## src/rtl/md_sequencer.sv

```systemverilog
// md_sequencer
//   Multicycle control sequencer living beside the single-cycle decoder.
//   Issues mul/div start pulses to the iterative multdiv unit, stalls the
//   pipeline while it runs, then writes the result back to the captured
//   destination register or raises a $rstatus exception. It also encodes the
//   single-cycle ALU overflow exceptions (add/addi/sub), so every write to
//   $rstatus comes from this one block.
//
//   Optional feature: define MD_TIMEOUT_EN to enable a busy-cycle watchdog
//   that aborts a mul/div after MD_TIMEOUT busy cycles with CODE_TMO.
//
// Ports
//   clock, reset             rising-edge clock, synchronous active-high reset
//   in_valid, opcode, func   instruction in decode (func used when opcode=0)
//   rd_in, overflow          destination reg and ALU overflow of that instr
//   md_ready, md_exception   multdiv completion (exception qualified by ready)
//   ctrl_mult, ctrl_div      one-cycle start pulses
//   stall                    freeze PC, F/D and D/X latches
//   busy                     FSM is in BUSY (state visibility)
//   md_we, md_rd             result writeback enable and destination
//   setr, data_rstatus       write zero-extended exception code to r30
//
// Handshake: the multdiv unit is started by a single-cycle ctrl_mult/ctrl_div
// pulse and answers with md_ready held high for exactly one cycle; there is
// no back-pressure in either direction. md_ready is only honoured in BUSY.
module md_sequencer #(
  parameter int DATA_W     = 32,
  parameter int CNT_W      = 6,
  parameter int MD_TIMEOUT = 40,
  parameter int CODE_ADD   = 1,
  parameter int CODE_ADDI  = 2,
  parameter int CODE_SUB   = 3,
  parameter int CODE_MUL   = 4,
  parameter int CODE_DIV   = 5,
  parameter int CODE_TMO   = 6
) (
  input  logic              clock,
  input  logic              reset,
  input  logic              in_valid,
  input  logic [4:0]        opcode,
  input  logic [4:0]        func,
  input  logic [4:0]        rd_in,
  input  logic              overflow,
  input  logic              md_ready,
  input  logic              md_exception,
  output logic              ctrl_mult,
  output logic              ctrl_div,
  output logic              stall,
  output logic              busy,
  output logic              md_we,
  output logic [4:0]        md_rd,
  output logic              setr,
  output logic [DATA_W-1:0] data_rstatus
);

  typedef enum logic {S_IDLE = 1'b0, S_BUSY = 1'b1} state_e;

  localparam logic [DATA_W-1:0] C_ADD  = DATA_W'(CODE_ADD);
  localparam logic [DATA_W-1:0] C_ADDI = DATA_W'(CODE_ADDI);
  localparam logic [DATA_W-1:0] C_SUB  = DATA_W'(CODE_SUB);
  localparam logic [DATA_W-1:0] C_MUL  = DATA_W'(CODE_MUL);
  localparam logic [DATA_W-1:0] C_DIV  = DATA_W'(CODE_DIV);
  localparam logic [DATA_W-1:0] C_TMO  = DATA_W'(CODE_TMO);
  localparam logic [CNT_W-1:0]  TMO_LAST = CNT_W'(MD_TIMEOUT - 1);

  state_e           state_q, state_d;
  logic [CNT_W-1:0] cnt_q, cnt_d;
  logic [4:0]       rd_q, rd_d;
  logic             kind_q, kind_d;   // 1 = divide in flight, 0 = multiply

  // Instruction decode
  logic is_r, is_mul, is_div, is_add, is_sub, is_addi;
  assign is_r    = (opcode == 5'b00000);
  assign is_mul  = is_r && (func == 5'b00110);
  assign is_div  = is_r && (func == 5'b00111);
  assign is_add  = is_r && (func == 5'b00000);
  assign is_sub  = is_r && (func == 5'b00001);
  assign is_addi = (opcode == 5'b00101);

  logic tmo_hit;
  assign tmo_hit = (cnt_q == TMO_LAST);
`ifndef MD_TIMEOUT_EN
  // Watchdog compiled out: keep its terms referenced so they stay lint-quiet.
  logic unused_tmo;
  assign unused_tmo = tmo_hit ^ (|C_TMO);
`endif

  always_ff @(posedge clock) begin
    if (reset) begin
      state_q <= S_IDLE;
      cnt_q   <= '0;
      rd_q    <= '0;
      kind_q  <= 1'b0;
    end else begin
      state_q <= state_d;
      cnt_q   <= cnt_d;
      rd_q    <= rd_d;
      kind_q  <= kind_d;
    end
  end

  always_comb begin
    state_d      = state_q;
    cnt_d        = cnt_q;
    rd_d         = rd_q;
    kind_d       = kind_q;
    ctrl_mult    = 1'b0;
    ctrl_div     = 1'b0;
    stall        = 1'b0;
    md_we        = 1'b0;
    setr         = 1'b0;
    data_rstatus = '0;

    unique case (state_q)
      S_IDLE: begin
        if (in_valid && (is_mul || is_div)) begin
          ctrl_mult = is_mul;
          ctrl_div  = is_div;
          stall     = 1'b1;
          rd_d      = rd_in;
          kind_d    = is_div;
          cnt_d     = '0;
          state_d   = S_BUSY;
        end else if (in_valid && overflow && (is_add || is_addi || is_sub)) begin
          setr = 1'b1;
          if (is_addi)     data_rstatus = C_ADDI;
          else if (is_add) data_rstatus = C_ADD;
          else             data_rstatus = C_SUB;
        end
      end
      S_BUSY: begin
        if (cnt_q != '1) cnt_d = cnt_q + 1'b1;
        if (md_ready) begin
          // Completion cycle: release the stall so the mul/div leaves decode.
          state_d = S_IDLE;
          if (md_exception) begin
            setr         = 1'b1;
            data_rstatus = kind_q ? C_DIV : C_MUL;
          end else begin
            md_we = (rd_q != 5'd0);   // writes to r0 are dropped
          end
        end else begin
          stall = 1'b1;
`ifdef MD_TIMEOUT_EN
          if (tmo_hit) begin
            stall        = 1'b0;
            setr         = 1'b1;
            data_rstatus = C_TMO;
            state_d      = S_IDLE;
          end
`endif
        end
      end
      default: state_d = S_IDLE;
    endcase

    // Outputs are forced quiet while reset is held, even mid-operation.
    if (reset) begin
      ctrl_mult    = 1'b0;
      ctrl_div     = 1'b0;
      stall        = 1'b0;
      md_we        = 1'b0;
      setr         = 1'b0;
      data_rstatus = '0;
    end
  end

  assign busy  = !reset && (state_q == S_BUSY);
  assign md_rd = reset ? 5'd0 : rd_q;

endmodule

```

## config.mk

```make
export PLATFORM = sky130hd
export DESIGN_NAME = md_sequencer
export DESIGN_NICKNAME = d
export VERILOG_FILES = /design/src/rtl/md_sequencer.sv
export SDC_FILE = /design/constraint.sdc
export NUM_CORES = 1
export LEC_CHECK = 0
export BUFFER_PORTS_ARGS = -buffer_cell sky130_fd_sc_hd__buf_2
export CAP_MARGIN = 20
export CORE_UTILIZATION = 30
export DETAILED_ROUTE_END_ITERATION = 12
export PLACE_DENSITY_LB_ADDON = 0.1
export SYNTH_ARGS = -nofsm -noshare
export SYNTH_HDL_FRONTEND = slang
export SYNTH_SLANG_ARGS = --single-unit
export TNS_END_PERCENT = 20
```

## constraint.sdc

```tcl
create_clock -name clock -period 1.7 [get_ports clock]
set_input_delay 0.255 -clock clock [delete_from_list [all_inputs] [get_ports clock]]
set_output_delay 0.255 -clock clock [all_outputs]
set_load 0.02 [all_outputs]
```

==> results.md, run 1 <==
- Post-route cell area: roughly 860 sq um
- Avg Cell Area, Syn: 8.993 sq um
- Sequential area share after synthesis: between 10% and 20%
- Failing checks: setup timing
- Status: complete, but fails checks
- Final setup viols: 2
- TritonCTS buffer count: 3
- Drt pass-1 iters: 2
- Ant. Diodes: 0
- Max VDD drop: a little under 0.2 mV
- WP data required: roughly 1400 ps
- H-tree depth: 1
- Starting Density: between 30% and 40%
- Final Hold Slack: just over 300 ps
- Post-route worst setup slack: -3.132 ps
- Critical path class: flip-flop to output pin
- Max Cap Viol: 0
- Initial antenna violation count: 0
- Netlist cell types: 26
- Met3 Usage GRT: roughly 2.7%
- Worst EP arrival: between 1000 and 1500 ps
- Initial DRC Count: 3
- Xor/xnor share of the synthesized area: 0%
- Worst-Skew Late Latency: 250 ps
- Element type at the critical path end: output pin
- Worst reg2reg setup slack: between 200 and 300 ps
- # rows: 17
- Die W: ~50 um
- Combinational Power Share: about a quarter
- First-pass GRT wire length: between 2000 and 2500 um
- Placed cell count: between 100 and 150
- RSZ-0062 raised after global routing: yes
- Yosys warnings: 0
- Final hold violations: 0
- Post-synthesis cell area: ~720 sq um
- Simple-gate share of the synthesized area: 30.43%
- Post-synthesis compound-gate area fraction: between 5 and 6%
- Worst Path Max Fanout: 3
- Postcts setup bufs: 0
- Remaining global-route overflow: 0
- Int Power: 0.0002843 W
- CTS hold repair buffers: 0
- Pleak: 0.4495 nW
- Final net count: 139
- Routability cong.: roughly 0.63
- I/O pin total: 64
- Post-Layout Cell Count: about 150
- Dpl hpwl: about 1200 um
- Post-DP Area: around 800 sq um
- DRT Wirelength: ~1400 um
- Sequential share of power: about two fifths
- Syn Inst Count: 80
- CP startpoint kind: flip-flop
- Yosys reg bits: 7
- Post-synthesis adder-cell area fraction: 0%
- Core area: between 2000 and 2500 sq um
- Fillers: 258
- Layout cells sized above 1: 41.03%
- DR vias: 569
- Switching Share: 33.24%
- Period Utilization, post-route: 100.2%
- Die area: about 2600 sq um
- Post-route setup TNS: -5.318 ps
- GRT met2 Usage: 18.64%
- Slew Viols, Final: 0
- Root buffer cell: clkbuf_4
- Area growth syn-to-layout: 18.96%
- Clock network fraction of total power: between 30% and 40%
- Post-DRT Antenna Nets: 0
- DR vias/cell: between 3 and 4
- Mux contribution to synthesized area: 11.83%
- DRC: 0
- Min-Delay Path Class: input port to flip-flop
- Max Fclk: around 600 MHz
- Clock sink total: 7
- DP Worst Slack: 70.82 ps
- Met1 Use GR: 13.83%
- Largest net degree at the start of global routing: 12
- NetSw: ~0.00014 W
- Die Y-Extent: just over 50 um
- Final Critical Period: roughly 1700 ps
- Largest family of logic cells by synthesized area: buffers and inverters
- Longest Clk Path Bufs: 2
- Worst-path clk slew: about 50 ps
- Vias in the first global route: between 500 and 600
- Busiest layer in global routing: met2
- CTS tree: yes
- Port Buffer Count: 34
- Power Dens Cells: approximately 500 nW/um^2
- Clk_skew: 3.535 ps
- Avg WL per Cell: 9.724 um
- Gr usage total: a little under an eighth
==> routing by layer <==
layer	up-vias	wire, um
met5	-	0
met4	0	0
met3	0	132
met2	38	657
met1	244	620
li1	287	-
==> cell usage in the layout (no fill, tap or decap), types with 2 or more instances in the layout <==
cell type  instances
mux2_4             5
buf_2             33
dfxtp_1            6
conb_1            29
nor2b_1           11
clkbuf_4           3
nor2_1             3
nand2_1            2
nand2b_1           3
buf_4              2
nor3_1             2
==> critical path, cell delays in order, from the launching register on <==
cell,delay [ps]
dfxtp_2,340
nor4b_4,250
nand4bb_1,200
a2bb2o_2,280
buf_4,130
==> through the flow <==
| step | total power (W) | utilization [%] |
|---|---|---|
| 6_report | 0.0004259 | 38.32 |
| 5_1_grt | 0.0004557 | 38.32 |
| 4_1_cts | 0.0004323 | 38.26 |
| 3_5_place_dp | 0.0002790 | 36.92 |
| 3_3_place_gp | 0.0002787 | 36.92 |
| 2_1_floorplan | 0.0002948 | - |
==> cells in the mapped netlist <==
master / instances / area [sq um]
dfxtp_1: 7 / 140.1
nand4b_1: 1 / 8.760
nor4_4: 1 / 21.27
nor2_1: 3 / 11.26
and3_1: 1 / 6.260
nand4bb_1: 1 / 11.26
nor3b_1: 1 / 7.510
o21bai_1: 1 / 7.510
buf_4: 29 / 217.7
clkbuf_1: 1 / 3.750
mux2i_1: 1 / 10.01
nor4b_4: 1 / 23.77
a32oi_1: 1 / 8.760
buf_6: 1 / 11.26
or4_1: 1 / 7.510
a22oi_1: 1 / 7.510
nand2_1: 2 / 7.510
nor2b_1: 11 / 68.82
mux2_4: 5 / 75.07
a2bb2o_1: 1 / 10.01
nor3_1: 2 / 10.01
a21oi_1: 1 / 5.000
and4b_1: 1 / 10.01
nand2b_1: 3 / 18.77
conb_1: 1 / 3.750
and2_1: 1 / 6.260
==> layout make-up <==
cell class	count	area, sq um	area share (%)
tap	28	35.03	4.094
timing repair buffer	36	200.2	23.39
clock buffer	4	26.28	3.070
multi-input combinational	70	452.9	52.92
sequential	7	141.4	16.52
==> timing repair <==
| item | in CTS | in global routing |
|---|---|---|
| endpoints found under the setup margin | 3 | 7 |
| cloned | 0 | 0 |
| hold endpoints to repair | 0 | 0 |
| pin swaps | 0 | 3 |
| gates resized for setup | 2 | 1 |
==> final timing paths <==
kind,start,cells after the start,endpoint
min,func[0],3,kind_q$_SDFFE_PP0P_
max,state_q$_DFF_P_,4,data_rstatus[0]
min reg2reg,kind_q$_SDFFE_PP0P_,2,kind_q$_SDFFE_PP0P_
max reg2reg,state_q$_DFF_P_,4,rd_q[3]$_SDFFE_PP0P_
==> registers in the layout, summed over array words and instances (netlist names) <==
register,flops
rd_q,5
kind_q,1
state_q,1
==> power by group through the flow <==
stage / registers (W) / logic (W) / clock network (W)
5_1_grt: 0.000164 / 0.000123 / 0.000168
2_1_floorplan: 0.000168 / 0.000127 / 0
3_3_place_gp: 0.000168 / 0.000111 / 0
4_1_cts: 0.000164 / 0.000112 / 0.000156
3_5_place_dp: 0.000168 / 0.000111 / 0
6_report: 0.000164 / 0.000113 / 0.000149
==> cell families (layout without fill, tap and decap cells) <==
family / count (synthesis) / after routing
buffers and inverters: 31 / 40
and+or+nand+nor: 30 / 30
DFF: 7 / 7
muxes: 6 / 6
AOI/OAI and AO/OA: 5 / 5
other: 1 / 29
(Power assumes the default switching activity.)
==> run 2, diff against run 1 <==
ABC_AREA = 0   (was not set)
SETUP_SLACK_MARGIN = 0.3   (was not set)
==> results.md, run 2 (synthesis results as in run 1) <==
- Final hold violations: 0 (unchanged)
- NetSw: 0.0001558 W (+10%)
- I/O pin total: 64 (unchanged)
- DRC: 0 (unchanged)
- R2R Path Start: state_q$_DFF_P_
- Max Fclk: 587.0 MHz (about the same)
- RSZ-0062 raised after global routing: yes
- Post-route setup TNS: -3.541 ps (+1.777 ps)
- TritonCTS buffer count: 3 (unchanged)
- Post-DRT Antenna Nets: 0 (unchanged)
- Min-Delay Path Class: input port to flip-flop
- Port Buffer Count: 34 (unchanged)
- Max VDD drop: 0.4103 mV (+110%)
- Area growth syn-to-layout: 24.70%
- Fillers: 254 (-1.6%)
- Worst EP arrival: 1450 ps (about the same)
- Sequential share of power: 37.5% (-1.1 points)
- Routability cong.: 0.6961 (+9.7%)
- FF+latch area: 141.4 sq um (unchanged)
- Status: complete, but fails checks
- Initial antenna violation count: 0 (unchanged)
- Starting Density: 32.21% (unchanged)
- Hold_sp: reset
- Multi-input logic area: 473.0 sq um (+4.4%)
- Final Critical Period: 1704 ps (+0.4088 ps)
- DRT Wirelength: 1382 um (-2.0%)
- Period Utilization, post-route: 100.2% (about the same)
- Worst-Skew Late Latency: 250 ps (about the same)
- Core area: 2233 sq um (unchanged)
- Slew Viols, Final: 0 (unchanged)
- Switching Share: 35.58% (+2.3 points)
- Element type at the critical path end: output pin
- Largest Register: rd_q
- Gr usage total: 10.98% (-0.61 points)
- Dpl hpwl: 1123 um (-3.0%)
- Clock network fraction of total power: 36.4% (+1.5 points)
- Commonest non-fill, non-tap cell in the layout: conb_1
- Max FFs per register: 5 (unchanged)
- Post-route worst setup slack: -3.541 ps (-0.4088 ps)
- Max Cap Viol: 0 (unchanged)
- Combinational Power Share: 26.1% (-0.4 points)
- Initial DRC Count: 1 (-2)
- DR vias: 581 (+2.1%)
- Power Dens Cells: 488.1 nW/um^2 (-1.9%)
- Post-Layout Cell Count: 146 (+0.69%)
- Root buffer cell: clkbuf_4
- Largest net degree at the start of global routing: 14 (+2)
- CP startpoint kind: flip-flop
- Ant. Diodes: 0 (unchanged)
- Final Hold Slack: 234.1 ps (-74.04 ps)
- Remaining global-route overflow: 0 (unchanged)
- Pleak: 0.4593 nW (+2.2%)
- Commonest non-fill, non-tap cells in the layout: 29 x conb_1, 28 x buf_2, 10 x nor2b_1
- Final net count: 140 (+0.72%)
- Failing checks: setup timing
- Placed cell count: 142 (+0.71%)
- WP data required: 1440 ps (about the same)
- Die W: 50.97 um (unchanged)
- # rows: 17 (unchanged)
- Longest Clk Path Bufs: 2 (unchanged)
- DR vias/cell: 3.979 (+1.4%)
- CTS tree: yes
- Clk_skew: 4.626 ps (+1.091 ps)
- H-tree depth: 1 (unchanged)
- Avg WL per Cell: 9.466 um (-2.7%)
- Pwr Total: 0.0004379 W (+2.8%)
- Source of the critical timing path: state_q$_DFF_P_
- Die Y-Extent: 50.97 um (unchanged)
- Drt pass-1 iters: 2 (unchanged)
- DP Worst Slack: 77.98 ps (+7.154 ps)
- Worst-path clk slew: 60 ps (about the same)
- Final setup viols: 1 (-1)
- Worst Path Max Fanout: 3 (unchanged)
- Biggest regs: rd_q x5, kind_q x1, state_q x1
- Die area: 2598 sq um (unchanged)
- First-pass GRT wire length: 2194 um (-0.90%)
- Vias in the first global route: 516 (-1.7%)
- Layout cells sized above 1: 47.46% (+6.4 points)
- Clock sink total: 7 (unchanged)
- Critical path class: flip-flop to output pin
- Int Power: 0.0002821 W (-0.77%)
## run 2: stage by stage
step           area [sq um]  utilization, %
2_1_floorplan         838.3               -
3_3_place_gp          845.8           37.87
3_5_place_dp          845.8           37.87
4_1_cts               897.1           40.17
5_1_grt               897.1           40.17
6_report              897.1           40.17
## run 2: worst paths after layout
check | end | slack [ps] | cells after the start
worst max-delay path | ctrl_div | -4 | 4
worst min-delay path | state_q$_DFF_P_ | 230 | 2
worst max register to register | rd_q[0]$_SDFFE_PP0P_ | 280 | 4
worst min register to register | kind_q$_SDFFE_PP0P_ | 470 | 2
## run 2: final cells by class
cell class / instances / area share, %
Timing Repair Buffer: 37 / 24.55
Tap cell: 28 / 3.905
Clock buffer: 3 / 2.510
Clock inverter: 1 / 0.5579
Sequential cell: 7 / 15.76
Multi-Input combinational cell: 70 / 52.72
## run 2: layer usage
metal / vias to the layer above / part of all wire, % / GRT usage [%]
met5: - / 0 / 0
met4: 0 / 0 / 0
met3: 0 / 9.1 / 3.571
met2: 38 / 42 / 18.20
met1: 255 / 49 / 14.59
li1: 288 / - / -
## run 2: timing repair
item / in CTS / in global routing
gates resized for setup: 10 / 0
buffers inserted: 0 / 0
pin swaps: 6 / 4
setup endpoints to repair: 13 / 13
cloned: 0 / 0
hold buffers: 0 / 0
## run 2: critical path, cell delays in order (launching register included)
cell,delay (ps)
dfxtp_2,340
nor4b_4,240
nand4b_1,230
nor3b_2,210
buf_4,160
## run 2: power by group through the flow
stage	logic, W	clock network [W]	registers [W]
6_report	0.000114	0.000160	0.000164
3_3_place_gp	0.000113	0	0.000168
2_1_floorplan	0.000128	0	0.000168
5_1_grt	0.000126	0.000173	0.000164
3_5_place_dp	0.000113	0	0.000168
4_1_cts	0.000114	0.000168	0.000164
